File: src/rtl/vc32_mem_arbiter.sv
// Two-master arbiter in front of the byte-serial memory sequencer.
// Grants one whole transaction at a time and routes done strobes and read data to the owner only.
module vc32_mem_arbiter #(
  parameter int RV     = 16,
  parameter int PV     = 18,
  parameter bit M0_PRI = 1'b0
) (
  input  logic          clk,
  input  logic          rst_n,
  input  logic [PV-1:1] m0_raddr,
  input  logic [1:0]    m0_rreq,
  output logic [RV-1:0] m0_rdata,
  output logic          m0_rdone,
  input  logic [PV-1:1] m0_waddr,
  input  logic [1:0]    m0_wmask,
  input  logic [RV-1:0] m0_wdata,
  output logic          m0_wdone,
  input  logic [PV-1:1] m1_raddr,
  input  logic [1:0]    m1_rreq,
  output logic [RV-1:0] m1_rdata,
  output logic          m1_rdone,
  input  logic [PV-1:1] m1_waddr,
  input  logic [1:0]    m1_wmask,
  input  logic [RV-1:0] m1_wdata,
  output logic          m1_wdone,
  output logic [PV-1:1] s_raddr,
  output logic [1:0]    s_rreq,
  input  logic [RV-1:0] s_rdata,
  input  logic          s_rdone,
  output logic [PV-1:1] s_waddr,
  output logic [1:0]    s_wmask,
  output logic [RV-1:0] s_wdata,
  input  logic          s_wdone,
  output logic          busy,
  output logic          owner
);

  typedef enum logic [1:0] {IDLE, WAIT, REL} state_t;

  state_t        state, state_nx;
  logic          last, last_nx;
  logic          fwd_wr, fwd_wr_nx;
  logic          owner_nx, busy_nx;
  logic [PV-1:1] s_raddr_nx, s_waddr_nx;
  logic [1:0]    s_rreq_nx, s_wmask_nx;
  logic [RV-1:0] s_wdata_nx;
  logic [RV-1:0] m0_rdata_nx, m1_rdata_nx;
  logic          m0_rdone_nx, m0_wdone_nx, m1_rdone_nx, m1_wdone_nx;

  logic          pend0, pend1, win;
  logic [PV-1:1] w_raddr, w_waddr;
  logic [1:0]    w_rreq, w_wmask;
  logic [RV-1:0] w_wdata;
  logic          done_hit;

  assign pend0 = (|m0_wmask) | (|m0_rreq);
  assign pend1 = (|m1_wmask) | (|m1_rreq);

  // On contention the pointer alternates unless M0 is configured to always win.
  always_comb begin
    win = 1'b0;
    if (pend0 && pend1) begin
      win = M0_PRI ? 1'b0 : ~last;
    end else if (pend1) begin
      win = 1'b1;
    end
  end

  assign w_raddr  = win ? m1_raddr : m0_raddr;
  assign w_rreq   = win ? m1_rreq  : m0_rreq;
  assign w_waddr  = win ? m1_waddr : m0_waddr;
  assign w_wmask  = win ? m1_wmask : m0_wmask;
  assign w_wdata  = win ? m1_wdata : m0_wdata;
  assign done_hit = fwd_wr ? s_wdone : s_rdone;

  always_comb begin
    state_nx    = state;
    last_nx     = last;
    fwd_wr_nx   = fwd_wr;
    owner_nx    = owner;
    s_raddr_nx  = s_raddr;
    s_rreq_nx   = s_rreq;
    s_waddr_nx  = s_waddr;
    s_wmask_nx  = s_wmask;
    s_wdata_nx  = s_wdata;
    m0_rdata_nx = m0_rdata;
    m1_rdata_nx = m1_rdata;
    m0_rdone_nx = 1'b0;
    m0_wdone_nx = 1'b0;
    m1_rdone_nx = 1'b0;
    m1_wdone_nx = 1'b0;
    case (state)
      IDLE: begin
        if (pend0 || pend1) begin
          state_nx = WAIT;
          owner_nx = win;
          last_nx  = win;
          // A write outranks a read from the same master; the read waits for the next grant.
          if (|w_wmask) begin
            fwd_wr_nx  = 1'b1;
            s_waddr_nx = w_waddr;
            s_wmask_nx = w_wmask;
            s_wdata_nx = w_wdata;
            s_rreq_nx  = 2'b00;
          end else begin
            fwd_wr_nx  = 1'b0;
            s_raddr_nx = w_raddr;
            s_rreq_nx  = w_rreq;
            s_wmask_nx = 2'b00;
          end
        end
      end
      WAIT: begin
        if (done_hit) begin
          state_nx   = REL;
          s_rreq_nx  = 2'b00;
          s_wmask_nx = 2'b00;
          if (fwd_wr) begin
            m0_wdone_nx = ~owner;
            m1_wdone_nx = owner;
          end else begin
            m0_rdone_nx = ~owner;
            m1_rdone_nx = owner;
            if (owner) begin
              m1_rdata_nx = s_rdata;
            end else begin
              m0_rdata_nx = s_rdata;
            end
          end
        end
      end
      REL: begin
        state_nx = IDLE;
      end
      default: begin
        state_nx = IDLE;
      end
    endcase
    busy_nx = (state_nx != IDLE);
  end

  // Pointer resets to M1 so that M0 takes the first contested grant.
  always_ff @(posedge clk or negedge rst_n) begin
    if (!rst_n) begin
      state    <= IDLE;
      last     <= 1'b1;
      fwd_wr   <= 1'b0;
      owner    <= 1'b0;
      busy     <= 1'b0;
      s_raddr  <= '0;
      s_rreq   <= '0;
      s_waddr  <= '0;
      s_wmask  <= '0;
      s_wdata  <= '0;
      m0_rdata <= '0;
      m1_rdata <= '0;
      m0_rdone <= 1'b0;
      m0_wdone <= 1'b0;
      m1_rdone <= 1'b0;
      m1_wdone <= 1'b0;
    end else begin
      state    <= state_nx;
      last     <= last_nx;
      fwd_wr   <= fwd_wr_nx;
      owner    <= owner_nx;
      busy     <= busy_nx;
      s_raddr  <= s_raddr_nx;
      s_rreq   <= s_rreq_nx;
      s_waddr  <= s_waddr_nx;
      s_wmask  <= s_wmask_nx;
      s_wdata  <= s_wdata_nx;
      m0_rdata <= m0_rdata_nx;
      m1_rdata <= m1_rdata_nx;
      m0_rdone <= m0_rdone_nx;
      m0_wdone <= m0_wdone_nx;
      m1_rdone <= m1_rdone_nx;
      m1_wdone <= m1_wdone_nx;
    end
  end

endmodule
File: config.mk
export PLATFORM = sky130hd
export DESIGN_NAME = vc32_mem_arbiter
export DESIGN_NICKNAME = d
export VERILOG_FILES = /design/src/rtl/vc32_mem_arbiter.sv
export SDC_FILE = /design/constraint.sdc
export NUM_CORES = 1
export LEC_CHECK = 0
export ABC_AREA = 1
export BUFFER_PORTS_ARGS = -buffer_cell sky130_fd_sc_hd__buf_2
export CORE_MARGIN = 2
export CORE_UTILIZATION = 45
export CTS_CLUSTER_SIZE = 20
export DETAILED_ROUTE_END_ITERATION = 10
export PLACE_DENSITY_LB_ADDON = 0.2
export SYNTH_ARGS = -nofsm -noshare
export SYNTH_HDL_FRONTEND = slang
export SYNTH_SLANG_ARGS = --single-unit
File: constraint.sdc
create_clock -name clk -period 3.8 [get_ports clk]
set_input_delay 0.95 -clock clk [delete_from_list [all_inputs] [get_ports clk]]
set_output_delay 0.95 -clock clk [all_outputs]
set_load 0.02 [all_outputs]
* Word level (Yosys, flattened, before mapping)
Index checks and enable logic that the tools add are counted.
** Cells by class
- Bitwise gates (word level) :: 6
- Reduce and logical (&&, ||, !) cells :: 16
- Equal/unequal tests :: 3
- Mux-type cells :: 31
** Operators with widths (count)
- $mux W17 :: 2
- $mux W2 :: 9
- $mux W1 :: 16
- $mux W16 :: 1
- $pmux W2 S2 :: 3
- $reduce_or A2 Y1 :: 5
- $reduce_and A3 Y1 :: 3
- $reduce_and A4 Y1 :: 2
- $ne A2 B2 Y1 const B :: 2
- $not A1 Y1 :: 4
- $reduce_bool A2 Y1 :: 2
- $eq A2 B1 Y1 const B :: 1
- $logic_not A2 Y1 :: 1
- $or A1 B1 Y1 :: 2
- $reduce_and A2 Y1 :: 1
- $logic_and A1 B1 Y1 :: 1
- $logic_or A1 B1 Y1 :: 1
** Word-level totals
- Word-level logic and storage cells :: 72
- Input port bits :: 128
- Register bits after elaboration :: 96
- Output and inout bits :: 92

* Longest topological paths before layout
Gate-level depths: netlist (run 1).
- Depth after elaboration :: 9
- Depth in mapped cells :: 11
- Mapped depth without buffers :: 10

* Least setup slack after synthesis (run 1)
No wires, ideal clock.
- Kind :: input -> register
- Start :: in m0_wmask[1]
- End :: reg s_waddr[10] in the netlist's numbering
- Setup time :: 117 ps
- Cell stages on the path :: 11
- Path slack :: 1716 ps
- Arrival :: 1967 ps
- Cell sequence :: nor2_1 -> nand2_2 -> nand2_2 -> nand2_2 -> nand2_1 -> nand2_2 -> nand2_2 -> nand2_4 -> buf_4 -> nand2_1 -> nand2_1
** On the way
- Longest elaborated chain between the ends :: 7
- Elaborated cells between the ends (all ways) :: 9
- Classes of those cells :: 3 x mux; 1 x bitwise; 5 x reduce/logical
** RTL lines
- start: declaration :: RTL line 15 : input logic [1:0] m0_wmask,
- $reduce_or A2 Y1 :: RTL line 56 : assign pend0 = (|m0_wmask) | (|m0_rreq);
- $or A1 B1 Y1 :: RTL line 56
- $logic_and A1 B1 Y1 :: RTL line 62 : if (pend0 && pend1) begin
- $mux W1 :: RTL line 62
- $mux W2 :: RTL line 72 : assign w_wmask = win ? m1_wmask : m0_wmask;
- $reduce_or A2 Y1 :: RTL line 99 : if (|w_wmask) begin
- $reduce_and A3 Y1 (no line)
- end signal: assignment :: RTL line 169 : s_waddr <= s_waddr_nx;
- end: declaration :: RTL line 30 : output logic [PV-1:1] s_waddr,
Several ways; a longest one is shown, not always the timed one.
A chain may end at the register's enable or synchronous reset.

* Final worst setup path (run 1)
Ends and elaborated chain as after synthesis.

==> summary.md, run 1 <==
| Metric | Value |
|---|---|
| Run status | complete, no violations |
| Final Skew | 0.009797 ns |
| Hold path startpoint | s_wdata[10] |
| Syn Area/Cell | 7.914 µm² |
| Flop-to-flop setup slack | 1.43 ns |
| Seq pwr share | 0.343 |
| Final wirelength | 12.17 mm |
| Num CTS Buffers | 9 |
| GRT Overall Usage | 0.2242 |
| Most common cell after layout, fill and taps aside | nand2_1 |
| Crit path DAT | 3.13 ns |
| Yosys reg bits | 96 |
| ANT cells | 0 |
| Num ports | 220 |
| P per Cell Area | 869.0 nW/µm² |
| Starting density of the core | 0.4604 |
| Vias in the first global route | 4134 |
| Logic pwr share | 0.502 |
| Vias per cell | 4.940 |
| Clk slew on worst S/H paths | 0.09 ns |
| Post-cts resize count | 0 |
| Largest net degree at the start of global routing | 90 |
| Global placement routability congestion | 0.9011 |
| Mapped Cells | 566 |
| CTS Root Cell | clkbuf_8 |
| Critical Path Start Type | primary input |
| DRT antenna net count | 0 |
| YS warnings | 0 |
| Max_cap viols | 0 |
| Core area | 9729 µm² |
| Crit path required time | 4.09 ns |
| Reg-to-Reg End | s_wdata[12] |
| Post-DP HPWL | 8.816 mm |
| Fin. Hold Viols | 0 |
| Pre-antenna DRT Iters | 5 |
| CTS tree | done |
| Vias post-DR | 4476 |
| Synth Net Count | 694 |
| Port Buffers | 219 |
| Internal | 2.723 mW |
| Layout cells sized above 1 | 0.3389 |
| RSZ-0062 raised after global routing | false |
| Area Overhead vs Synth | 30.67% |
| Worst hold path type | reg2reg |
| Clock power share | 0.155 |
| Leak | 3.496 nW |
| Sw frac | 0.4647 |
| Fin crit share | 0.7468 |
| Post-CTS Hold Buffers | 0 |
| Final slew viol count | 0 |
| Number of nets in the final layout | 896 |
| Final Core Density | 0.6016 |
| Initial antenna violation count | 0 |
| Worst reg2reg path depth | 8 |
| Sw Pwr | 2.364 mW |
| Setup-failing EPs final | 0 |
| Most frequent cells in the layout | 292 x nand2_1, 218 x buf_2, 95 x dfrtp_1 |
| Synthesized cell area | 4479 µm² |
| Die area | 10770 µm² |
| Tot Pwr | 5.086 mW |
| First-pass GRT wire length | 19.67 mm |
| Sink Count | 96 |
| DR DRC count | 0 |
| Maximum clock insertion buffer count | 2 |
| Worst vdd ir | 339.8 µV |
| Setup Buffers After CTS | 0 |
| Clock Latency Late Sink | 0.36 ns |
| Min Hold Slack | 0.4690 ns |
| Hold worst-path end | s_wdata[10] |
| Initial DRC Count | 247 |
| H-tree levels | 3 |
| Seq/Total Area, Yosys | 0.5366 |
| Slew margin rel. | 0.2759 |
| Crit path time final | 2.838 ns |
| Die height | 103.8 µm |
| Cell Rows | 36 |
| Worst setup path category | in2reg |
| WHS Path Cells | 2 |
| Peak fanout along the critical path | 33 |
| Worst-Margin Slew | 1.086 ns |
| Die Wd | 103.8 µm |
| Reg2reg start | last |
| Crit end category | flip-flop |
| Total gr overflow | 0 |
| WL/cell | 13.44 µm |
| Setup TNS | 0 ns |
| Fmax | 352.4 MHz |
| Post-synthesis cell type count | 24 |
## metrics by stage
stage,area (µm²),std cells,setup slack [ns]
final,5853,906,0.9623
after global routing,5853,906,0.7746
after CTS,5853,906,1.019
after detailed placement,5612,890,0.6659
after global placement,5612,890,0.7721
after floorplan,4479,566,1.716
## synthesized netlist by cell type, drive strengths merged
master | number | share of area
nor3 | 2 | 0.0022
buf | 24 | 0.030
nor2 | 17 | 0.015
clkinv | 1 | 0.00084
nand2 | 299 | 0.26
inv | 17 | 0.015
o21ai | 10 | 0.014
a21oi | 8 | 0.0089
mux2 | 9 | 0.023
nand3 | 55 | 0.065
nand4 | 19 | 0.027
clkbuf | 9 | 0.0075
dfstp | 1 | 0.0059
dfrtp | 95 | 0.53
## worst max-delay path by stage
stage,from,end,slack [ns],depth (start not counted)
2_1_floorplan,m0_wmask[1],s_waddr[10],1.72,11
3_3_place_gp,m0_wmask[1],s_wdata[7],0.77,11
3_5_place_dp,m0_wmask[1],s_wdata[12],0.67,11
4_1_cts,m0_wmask[1],s_waddr[10],1.02,11
5_1_grt,m1_rreq[1],s_waddr[8],0.77,10
6_report,m0_wmask[1],s_waddr[10],0.96,11
## metal layers
metal	global-route usage	up-vias	wire length (µm)
met5	0	-	0
met4	0.07625	0	178
met3	0.04405	16	863
met2	0.3675	179	5795
met1	0.2997	2090	5335
li1	-	2191	-
## kinds of logic (layout without fill, tap and decap cells)
| family | count (synthesis) | after routing | share of synthesized area |
|---|---|---|---|
| flops | 96 | 96 | 0.5366 |
| compound gates | 18 | 18 | 0.02263 |
| buf+inv | 51 | 258 | 0.05363 |
| simple gates | 392 | 392 | 0.3645 |
| mux | 9 | 9 | 0.02263 |
## cell type report
class	count	area [µm²]
timing repair buffer	224	1136
tap	133	166.4
clock buffer	9	123.9
multi-input combinational	419	1836
clock inverter	7	117.6
inverter	18	70.07
sequential	96	2404
fill	921	3876
## flip-flops by register name (all words and copies together), names as in the netlist
| register | count |
|---|---|
| m0_rdata | 16 |
| busy | 1 |
| m1_rdone | 1 |
| owner | 1 |
| s_wmask | 2 |
| state | 2 |
| m0_wdone | 1 |
| s_wdata | 16 |
| fwd_wr | 1 |
| last | 1 |
| m0_rdone | 1 |
| s_waddr | 17 |
| m1_rdata | 16 |
| m1_wdone | 1 |
| s_rreq | 2 |
| s_raddr | 17 |
## critical path: stages
cell     delay (ns)
buf_2          0.11
nor2_1         0.13
nand2_2        0.11
nand2_2        0.30
nand2_2        0.29
nand2_1        0.15
nand2_2        0.28
nand2_2        0.21
buf_4          0.34
nand3_1        0.15
nand2_1        0.10
## power by group through the flow
stage	Clock (mW)	Combinational [mW]	Sequential, mW
after floorplan	0	1.24	2.28
after global placement	0	2.51	1.75
after detailed placement	0	2.57	1.76
after CTS	0.807	2.57	1.75
after global routing	0.849	2.83	1.81
final	0.788	2.55	1.75
Power figures use the tool's default switching activity.
==> run 2: changes to the inputs <==
==> constraint.sdc (replaced) <==
create_clock -name clk -period 3 [get_ports clk]
set_input_delay 0.75 -clock clk [delete_from_list [all_inputs] [get_ports clk]]
set_output_delay 0.75 -clock clk [all_outputs]
set_load 0.02 [all_outputs]
==> run 2 against run 1 <==
Net effect:
- die area did not move
- clock power is 1% lower
- critical path depth fell by 1
==> summary.md, run 2 (synthesis results as in run 1) <==
| Metric | Value |
|---|---|
| CTS Root Cell | clkbuf_8 |
| Top Registers | s_raddr x17, s_waddr x17 |
| Internal | 3.282 mW |
| Layout cells sized above 1 | 0.3432 |
| Die height | 103.8 µm |
| Flop-to-flop setup slack | 0.88 ns |
| Setup crit start | m0_rreq[1] |
| Fin crit share | 0.7356 |
| Min Hold Slack | 0.3940 ns |
| Pre-antenna DRT Iters | 5 |
| Worst hold path type | in2async |
| CP top delay family | buffers and inverters |
| Most frequent cells in the layout | 292 x nand2_1, 218 x buf_2, 95 x dfrtp_1 |
| Initial DRC Count | 243 |
| Clk slew on worst S/H paths | 0.08 ns |
| Crit path required time | 3.25 ns |
| DR DRC count | 0 |
| Setup-failing EPs final | 0 |
| Starting density of the core | 0.4604 |
| Sw Pwr | 2.991 mW |
| Pre-CTS setup slack | 0.4258 ns |
| Fin worst setup slack | 0.7931 ns |
| Vias post-DR | 4393 |
| GRT Overall Usage | 0.2317 |
| Cell Rows | 36 |
| Setup Buffers After CTS | 0 |
| Cell chain of the critical path | buf_2 -> nor2_1 -> nand2_2 -> nand2_2 -> nand2_2 -> clkinv_1 -> nand2_1 -> nand2_1 -> nand3_1 -> nand2_1 |
| Placed Cells | 896 |
| Initial antenna violation count | 0 |
| Num ports | 220 |
| P per Cell Area | 1072 nW/µm² |
| Reg2reg start | last |
| Die Wd | 103.8 µm |
| Post-DP HPWL | 8.938 mm |
| Crit path to | s_wdata[8] |
| Final Core Density | 0.6013 |
| Vias per cell | 4.822 |
| Port Buffers | 219 |
| ANT cells | 0 |
| CTS tree | done |
| First-pass GRT wire length | 20.11 mm |
| Core area | 9729 µm² |
| Global placement routability congestion | 0.8587 |
| H-tree levels | 3 |
| Fmax | 453.1 MHz |
| Worst reg2reg path depth | 7 |
| Number of nets in the final layout | 902 |
| Setup TNS | 0 ns |
| Crit path DAT | 2.45 ns |
| Vias in the first global route | 4137 |
| Worst vdd ir | 679.4 µV |
| Clock Latency Late Sink | 0.36 ns |
| Leak | 3.498 nW |
| Largest net degree at the start of global routing | 52 |
| Sink Count | 96 |
| RSZ-0062 raised after global routing | false |
| Slew margin rel. | 0.3416 |
| Reg-to-Reg End | s_wdata[8] |
| Final slew viol count | 0 |
| Finished Layout Cells | 911 |
| Sw frac | 0.4769 |
| DRT antenna net count | 0 |
| CP bufs+invs | 2 |
| Fill cell count | 936 |
| Logic pwr share | 0.524 |
| Total gr overflow | 0 |
| Peak fanout along the critical path | 34 |
| Die area | 10770 µm² |
| Post-cts resize count | 0 |
| Fin. Hold Viols | 0 |
| Run status | complete, no violations |
| Crit end category | flip-flop |
| Most common cell after layout, fill and taps aside | nand2_1 |
| Worst-Margin Slew | 0.9815 ns |
| Max_cap viols | 0 |
| CP Depth | 10 |
| Final Skew | 0.008498 ns |
| Final wirelength | 12.21 mm |
| Clock power share | 0.124 |
| Post-CTS Hold Buffers | 0 |
| Seq pwr share | 0.352 |
| Critical Path Start Type | primary input |
| Worst path slowest cell | clkinv_1 |
| Crit path time final | 2.207 ns |
| Worst setup path category | in2reg |
| Maximum clock insertion buffer count | 2 |
| WL/cell | 13.40 µm |
| Num CTS Buffers | 9 |
| Area Overhead vs Synth | 30.61% |
| Max incr delay on CP | 0.77 ns |
-- run 2: changes by cell type in the layout (fill, tap and decap cells not counted) --
| cell | previous run | this run |
|---|---|---|
| inv_6 | 1 | 0 |
| buf_4 | 6 | 11 |
| clkinv_2 | 2 | 1 |
| buf_12 | 0 | 1 |
| clkinvlp_4 | 0 | 1 |
| clkinv_4 | 1 | 2 |
| bufinv_16 | 3 | 0 |
| clkbuf_8 | 9 | 11 |
-- run 2: per-layer routing --
layer,part of all wire,track usage
met4,0.013,0.05695
met5,0,0
met3,0.074,0.06671
met2,0.46,0.3628
met1,0.45,0.3201
-- run 2: stage by stage --
step	cell area, µm²	power [mW]
after detailed placement	5669	5.542
after global placement	5669	5.452
after CTS	5851	6.331
after floorplan	4479	4.453
after global routing	5851	6.788
final	5851	6.273
-- run 2: area by class of cell --
type                            instances  area (µm²)  share of cell area
Clock buffer                           11       151.4             0.02588
Clock inverter                          4       30.03            0.005133
Inverter                               18       70.07             0.01198
Multi-Input combinational cell        419        1836              0.3137
Sequential cell                        96        2404              0.4108
Tap cell                              133       166.4             0.02844
Timing Repair Buffer                  230        1194              0.2040
-- run 2: power groups by stage --
stage          Clock [mW]  Sequential, mW  Combinational [mW]
2_1_floorplan           0            2.89                1.57
3_5_place_dp            0            2.22                3.33
3_3_place_gp            0            2.21                3.24
6_report            0.779            2.21                3.29
4_1_cts             0.804            2.20                3.32
5_1_grt             0.876            2.27                3.64
-- run 2: worst min-delay path by stage --
stage	endpoint	slack (ns)	cells after the start
after floorplan	busy	0.45	0
after global placement	m0_rdata[4]	0.45	2
after detailed placement	s_waddr[2]	0.45	2
after CTS	m0_rdata[10]	0.41	1
after global routing	m1_rdata[12]	0.41	1
final	m0_rdata[10]	0.39	1
